<file path="config.mk">
export PLATFORM = sky130hd
export DESIGN_NAME = icache_ctrl
export DESIGN_NICKNAME = d
export VERILOG_FILES = /design/src/rtl/icache_ctrl.sv
export SDC_FILE = /design/constraint.sdc
export NUM_CORES = 1
export LEC_CHECK = 0
export ABC_CLOCK_PERIOD_IN_PS = 4370
export BUFFER_PORTS_ARGS = -buffer_cell sky130_fd_sc_hd__buf_4
export CAP_MARGIN = 20
export CORE_AREA = 4 4 172 174
export CTS_CLUSTER_DIAMETER = 30
export DETAILED_ROUTE_END_ITERATION = 8
export DIE_AREA = 0 0 176 178
export PLACE_DENSITY = 0.44
export SLEW_MARGIN = 25
export SYNTH_ARGS = -nofsm -noshare
export SYNTH_HDL_FRONTEND = slang
export SYNTH_SLANG_ARGS = --single-unit
</file>
<file path="constraint.sdc">
create_clock -name clock -period 4.37 [get_ports clock]
set_input_delay 0.874 -clock clock [delete_from_list [all_inputs] [get_ports clock]]
set_output_delay 0.874 -clock clock [all_outputs]
set_load 0.03 [all_outputs]
</file>
<file path="src/rtl/icache_ctrl.sv">
`default_nettype none
// +----------------------------------------------------------------------------+
// | Module      : icache_ctrl                                                  |
// | Description : Direct-mapped I-cache controller with combinational hit path |
// |               and a single outstanding line fill to tagged memory.         |
// | Revision    : 1.0 - initial release                                        |
// +----------------------------------------------------------------------------+
module icache_ctrl #(
    parameter int NUM_LINES    = 32,
    parameter int IDX_BITS     = 5,
    parameter int TAG_BITS     = 8,
    parameter int MEM_TAG_BITS = 4
) (
    input  logic                    clock,
    input  logic                    reset,
    input  logic [63:0]             proc2Icache_addr,
    output logic [63:0]             Icache_data_out,
    output logic                    Icache_valid_out,
    output logic [IDX_BITS-1:0]     rd1_idx,
    output logic [TAG_BITS-1:0]     rd1_tag,
    input  logic [63:0]             rd1_data,
    input  logic                    rd1_valid,
    output logic                    wr1_en,
    output logic [IDX_BITS-1:0]     wr1_idx,
    output logic [TAG_BITS-1:0]     wr1_tag,
    output logic [63:0]             wr1_data,
    output logic [1:0]              proc2mem_command,
    output logic [63:0]             proc2mem_addr,
    input  logic [MEM_TAG_BITS-1:0] mem2proc_response,
    input  logic [63:0]             mem2proc_data,
    input  logic [MEM_TAG_BITS-1:0] mem2proc_tag,
    output logic [15:0]             miss_count
);

    localparam int         PAD_BITS   = 64 - 3 - IDX_BITS - TAG_BITS;
    localparam logic [1:0] C_CMD_NONE = 2'd0;
    localparam logic [1:0] C_CMD_LOAD = 2'd1;

    typedef enum logic [1:0] {
        ST_IDLE = 2'd0,
        ST_REQ  = 2'd1,
        ST_WAIT = 2'd2
    } state_t;

    state_t                  r_state;
    state_t                  w_state_nxt;
    logic [IDX_BITS-1:0]     r_miss_idx;
    logic [TAG_BITS-1:0]     r_miss_tag;
    logic [MEM_TAG_BITS-1:0] r_cur_mem_tag;
    logic [15:0]             r_miss_count;

    logic [IDX_BITS-1:0]     w_addr_idx;
    logic [TAG_BITS-1:0]     w_addr_tag;
    logic                    w_latch_miss;
    logic                    w_accept;
    logic                    w_fill;
    logic                    w_unused;

    assign w_addr_idx = proc2Icache_addr[3 +: IDX_BITS];
    assign w_addr_tag = proc2Icache_addr[3 + IDX_BITS +: TAG_BITS];
    assign w_unused   = ^{proc2Icache_addr[63:3 + IDX_BITS + TAG_BITS],
                          proc2Icache_addr[2:0],
                          (NUM_LINES != (1 << IDX_BITS))};

    // Hit path is purely combinational and stays live during a miss.
    assign rd1_idx          = w_addr_idx;
    assign rd1_tag          = w_addr_tag;
    assign Icache_data_out  = rd1_data;
    assign Icache_valid_out = rd1_valid;

    assign wr1_idx       = r_miss_idx;
    assign wr1_tag       = r_miss_tag;
    assign wr1_data      = mem2proc_data;
    assign proc2mem_addr = {{PAD_BITS{1'b0}}, r_miss_tag, r_miss_idx, 3'b000};
    assign miss_count    = r_miss_count;

    always_comb begin
        w_state_nxt      = r_state;
        w_latch_miss     = 1'b0;
        w_accept         = 1'b0;
        w_fill           = 1'b0;
        proc2mem_command = C_CMD_NONE;
        wr1_en           = 1'b0;
        case (r_state)
            ST_IDLE: begin
                if (!rd1_valid) begin
                    w_latch_miss = 1'b1;
                    w_state_nxt  = ST_REQ;
                end
            end
            ST_REQ: begin
                proc2mem_command = C_CMD_LOAD;
                // A redirected fetch abandons the request before acceptance.
                if ({w_addr_tag, w_addr_idx} != {r_miss_tag, r_miss_idx}) begin
                    w_state_nxt = ST_IDLE;
                end else if (mem2proc_response != '0) begin
                    w_accept    = 1'b1;
                    w_state_nxt = ST_WAIT;
                end
            end
            ST_WAIT: begin
                if ((r_cur_mem_tag != '0) && (mem2proc_tag == r_cur_mem_tag)) begin
                    w_fill      = 1'b1;
                    wr1_en      = 1'b1;
                    w_state_nxt = ST_IDLE;
                end
            end
            default: begin
                w_state_nxt = ST_IDLE;
            end
        endcase
    end

    always_ff @(posedge clock) begin
        if (!reset) begin
            r_state       <= ST_IDLE;
            r_miss_idx    <= '0;
            r_miss_tag    <= '0;
            r_cur_mem_tag <= '0;
            r_miss_count  <= '0;
        end else begin
            r_state <= w_state_nxt;
            if (w_latch_miss) begin
                r_miss_idx   <= w_addr_idx;
                r_miss_tag   <= w_addr_tag;
                r_miss_count <= r_miss_count + 16'd1;
            end
            if (w_accept) begin
                r_cur_mem_tag <= mem2proc_response;
            end else if (w_fill) begin
                r_cur_mem_tag <= '0;
            end
        end
    end

endmodule
`default_nettype wire

</file>
## Word-level counts from Yosys, hierarchy flattened

Index checks and enable logic that the tools add are counted.

| storage, ports and cells | value |
|---|---|
| output and inout bits | 238 |
| flip-flop bits (word level) | 35 |
| word-level logic and storage cells | 34 |

| operators by class | value |
|---|---|
| equality and inequality tests | 7 |
| multiplexer cells | 15 |
| reduce and logical (&&, ||, !) cells | 6 |
| add/sub/neg operators | 1 |

Operator list:

| operator | number |
|---|---|
| adder 16 x 1 -> 16 bit, second input constant | 1 |
| != test 13 bit | 1 |
| two-way mux 1 bit | 8 |
| two-way mux 2 bit | 4 |
| two-way mux 4 bit | 2 |
| nonzero test 4 bit | 2 |
| case mux 2 bit (3 select lines) | 1 |
| equality test 4 bit | 1 |
| != test 2 bit, second input constant | 2 |
| != test 3 bit, second input constant | 1 |
| AND reduction 3 bit | 1 |
| equality test 2 x 1 -> 1 bit, second input constant | 1 |
| equality test 2 bit, second input constant | 1 |
| logical NOT 2 bit | 1 |
| nonzero test 2 bit | 1 |
| logical AND 1 bit | 1 |

## Longest topological paths before layout

| logic depth | value |
|---|---|
| depth after elaboration | 6 |
| depth in mapped cells | 6 |
| mapped depth without buffers | 6 |

## Worst setup path before layout

No wires, ideal clock.

| path | value |
|---|---|
| kind | input -> output |
| from | in mem2proc_tag[2] |
| to | out wr1_en |
| setup slack | 1.606 ns |
| stages | 3 |
| required time | 3.496 ns |
| arrival time | 1.890 ns |
| cells stage by stage | xnor2_1 > o41ai_1 > nor3b_1 |

| on the way | value |
|---|---|
| longest elaborated chain between the ends | 4 |

Ends and longest elaborated chain:

| what | RTL line | source |
|---|---|---|
| start, declared | 31 | `input logic [MEM_TAG_BITS-1:0] mem2proc_tag,` |
| equality test 4 bit | 102 | `if ((r_cur_mem_tag != '0) && (mem2proc_tag == r_cur_mem_tag)) begin` |
| logical AND 1 bit | 102 |  |
| two-way mux 1 bit | 102 |  |
| two-way mux 1 bit | 84 | `case (r_state)` |
| end, declared | 23 | `output logic wr1_en,` |

No other way between the ends.

## Worst setup path in the final report

| path | value |
|---|---|
| from | in mem2proc_tag[3] |
| to | out wr1_en |

The elaborated chain is that of the path after synthesis.

==> summary.md <==
| Metric | Value |
|---|---|
| Status | `finished, final reports clean` |
| Remaining DRCs | `0` |
| Longest Clk Path Bufs | `2` |
| Sequential fraction of the synthesis area | `0.217` |
| Final min period | `2650 ps` |
| Synth top area share | `0.480` |
| Placed cell count | `688` |
| Cts bufs inserted | `5` |
| Clock Latency Late Sink | `290 ps` |
| Leak | `1.22 nW` |
| Worst R2R Start | `wr1_idx[1]` |
| EDFF count, synth | `0` |
| HPWL Detailed | `6.54 mm` |
| WL/cell | `11.9 microns` |
| Max-slew headroom | `0.553` |
| Part of the power in the clock network | `0.403` |
| Final period util | `0.606` |
| Post-CTS Setup Bufs | `0` |
| Commonest cells in the netlist | `207 x buf_4, 35 x dfxtp_1, 33 x nand2_1` |
| Syn Inst Count | `391` |
| Die X | `176 microns` |
| Crit path capture | `wr1_en` |
| Post_cts resized | `0` |
| Cell Area, Synth | `3230 sq um` |
| Final worst slack | `1720 ps` |
| Root Driver | `clkbuf_16` |
| Post-synth top area cell | `buf_4` |
| Peak Freq | `378 MHz` |
| Worst hold slack | `503 ps` |
| R2r endpoint | `r_cur_mem_tag[0]` |
| CP Capture Type | `output port` |
| Sw Share | `0.337` |
| PwrDens | `300 nW/um^2` |
| Total negative slack | `0 ps` |
| First-pass GRT wire length | `11.3 mm` |
| Primary FF master, synth | `dfxtp_1` |
| Worst Skew | `3.85 ps` |
| Maximum vdd drop | `0.000113 V` |
| YS warnings | `0` |
| Antenna-violating nets left | `0` |
| Largest net degree at the start of global routing | `38` |
| Post-synthesis to final-layout area growth | `-4.84%` |
| Initial DRC count | `34` |
| Final wirelength | `8.26 mm` |
| Sequential power share | `0.369` |
| Placement Rows | `61` |
| WP data arrival | `1770 ps` |
| Placed Area | `2930 sq um` |
| Crit. Startpoint | `mem2proc_tag[3]` |
| Int Pwr | `0.000613 W` |
| Final instance area | `3080 sq um` |
| Initial antenna violation count | `0` |
| Reg2reg setup slack | `2540 ps` |
| Final setup viols | `0` |
| Switching power | `0.000312 W` |
| CTS Hold Bufs | `0` |
| CTS tree | `built` |
| Via density | `2.68` |
| Die Area | `31300 sq um` |
| Pre-CTS setup slack | `1730 ps` |
| GR Overflow Total | `0` |
| Critical path class | `input port to output port` |
| Drt first pass iters | `4` |
| GP Congestion | `0.646` |
| Synth cell types | `34` |
| Tot GR Track Use | `0.0500` |
| Die Y | `178 microns` |
| Ant. Diodes | `0` |
| Count leader, synth | `buf_4` |
| Core Region | `27800 sq um` |
| Port Buffers | `81` |
| CP Data Required Time | `3500 ps` |
| Synthesis-stage register bit count | `35` |
| Synth top area cells | `buf_4 48%, dfxtp_1 22%, xnor2_1 5.4%` |
| Hold crit path type | `flip-flop to flip-flop` |
| Fin cells | `695` |
| Ys async rst share | `0` |
| Number of global-route vias before repair | `1746` |
| Hold Violations, Final | `0` |
| Nets | `521` |
| Clock edge transition at the registers on the reported setup and hold paths | `60 ps` |
| R2r worst-path depth | `5` |
| Fin. max-slew vios | `0` |
| Clock Sinks | `35` |
| Starting Density | `0.116` |
| Syn Area/Cell | `8.27 sq um` |
| Share of cells above drive strength 1 | `0.300` |
| Max-cap viol count | `0` |
| Crit-path max FO | `2` |
| CP Launch Type | `input port` |
| Power share of the combinational group | `0.228` |
| RSZ-0062 raised after global routing | `no` |
| Least-Margin Pin Slew | `671 ps` |
| # IOs | `441` |
| Via count | `1863` |
| CTS H-tree lvls | `2` |
-- cell type report --
type / instances / area (sq um)
Fill cell: 3264 / 24700
Multi-Input combinational cell: 191 / 1140
Sequential cell: 35 / 701
Timing Repair Buffer: 82 / 616
Tap cell: 378 / 473
Clock buffer: 6 / 139
Inverter: 2 / 7.51
Clock inverter: 1 / 5.00
-- through the flow --
step                 util  power [W]
detailed placement  0.106   0.000562
floorplan               -   0.000761
finish              0.111   0.000924
global route        0.111   0.000980
global placement    0.106   0.000561
CTS                 0.111   0.000958
-- metal layers --
metal,routed length [microns],vias up,global-route usage
li1,-,851,-
met1,2880,788,0.0499
met2,3590,151,0.0727
met3,1050,73,0.0286
met4,739,0,0.0478
met5,0,-,0
-- critical path, cell delays in order --
cell and delay, ps:
buf_4 110, xnor2_1 130, nand3_1 110, nor3b_1 310, buf_4 230
-- logic make-up after synthesis --
family / Yosys count / synth area share
adders and majority gates: 1 / 0.00387
xor gates and xnor gates: 26 / 0.0704
DFF: 35 / 0.217
buffers and inverters: 216 / 0.491
AOI/OAI and AO/OA: 35 / 0.0789
and+or+nand+nor: 77 / 0.138
other: 1 / 0.00116
-- worst min-delay path by stage --
| stage | start | end | cells past startpoint |
|---|---|---|---|
| after floorplan | r_cur_mem_tag[0] | r_cur_mem_tag[0] | 1 |
| after global placement | miss_count[13] | miss_count[13] | 2 |
| after detailed placement | miss_count[13] | miss_count[13] | 2 |
| after CTS | miss_count[13] | miss_count[13] | 2 |
| after global routing | miss_count[14] | miss_count[14] | 2 |
| final | wr1_tag[6] | wr1_tag[6] | 2 |
-- power groups by stage --
| stage | clock network, W | logic, W | registers [W] |
|---|---|---|---|
| floorplan | 0 | 0.000399 | 0.000362 |
| global placement | 0 | 0.000213 | 0.000348 |
| finish | 0.000372 | 0.000211 | 0.000341 |
| CTS | 0.000403 | 0.000214 | 0.000342 |
| detailed placement | 0 | 0.000213 | 0.000349 |
| global route | 0.000409 | 0.000227 | 0.000343 |
-- state kept, by name, indices dropped and copies added, names as in the netlist --
name	flops
miss_count	16
wr1_tag	8
r_cur_mem_tag	4
wr1_idx	5
r_state	2
-- layout by cell type (no fill, tap or decap) --
master     count
nor4b_2        1
ha_1           1
nand4_2        1
buf_4         82
xor2_1         6
nor3_4         1
inv_1          2
a21boi_0      14
and4_1         3
nor4_2         1
a21boi_1       7
nor2_1         1
and2_4         1
clkbuf_8       1
nor3_1         1
conb_1        52
nor3b_1        1
xnor2_1       20
nand4_1        7
and3_1         1
nand2_1       33
clkbuf_16      5
and2_1        10
nor2b_1        1
o21ai_0        8
and2b_1        1
o41ai_1        1
clkinv_2       1
or4_1          1
a32o_1         4
or3_1          7
nand3_1        4
a41oi_1        1
nand3_4        1
dfxtp_1       35
Power figures use the tool's default switching activity.
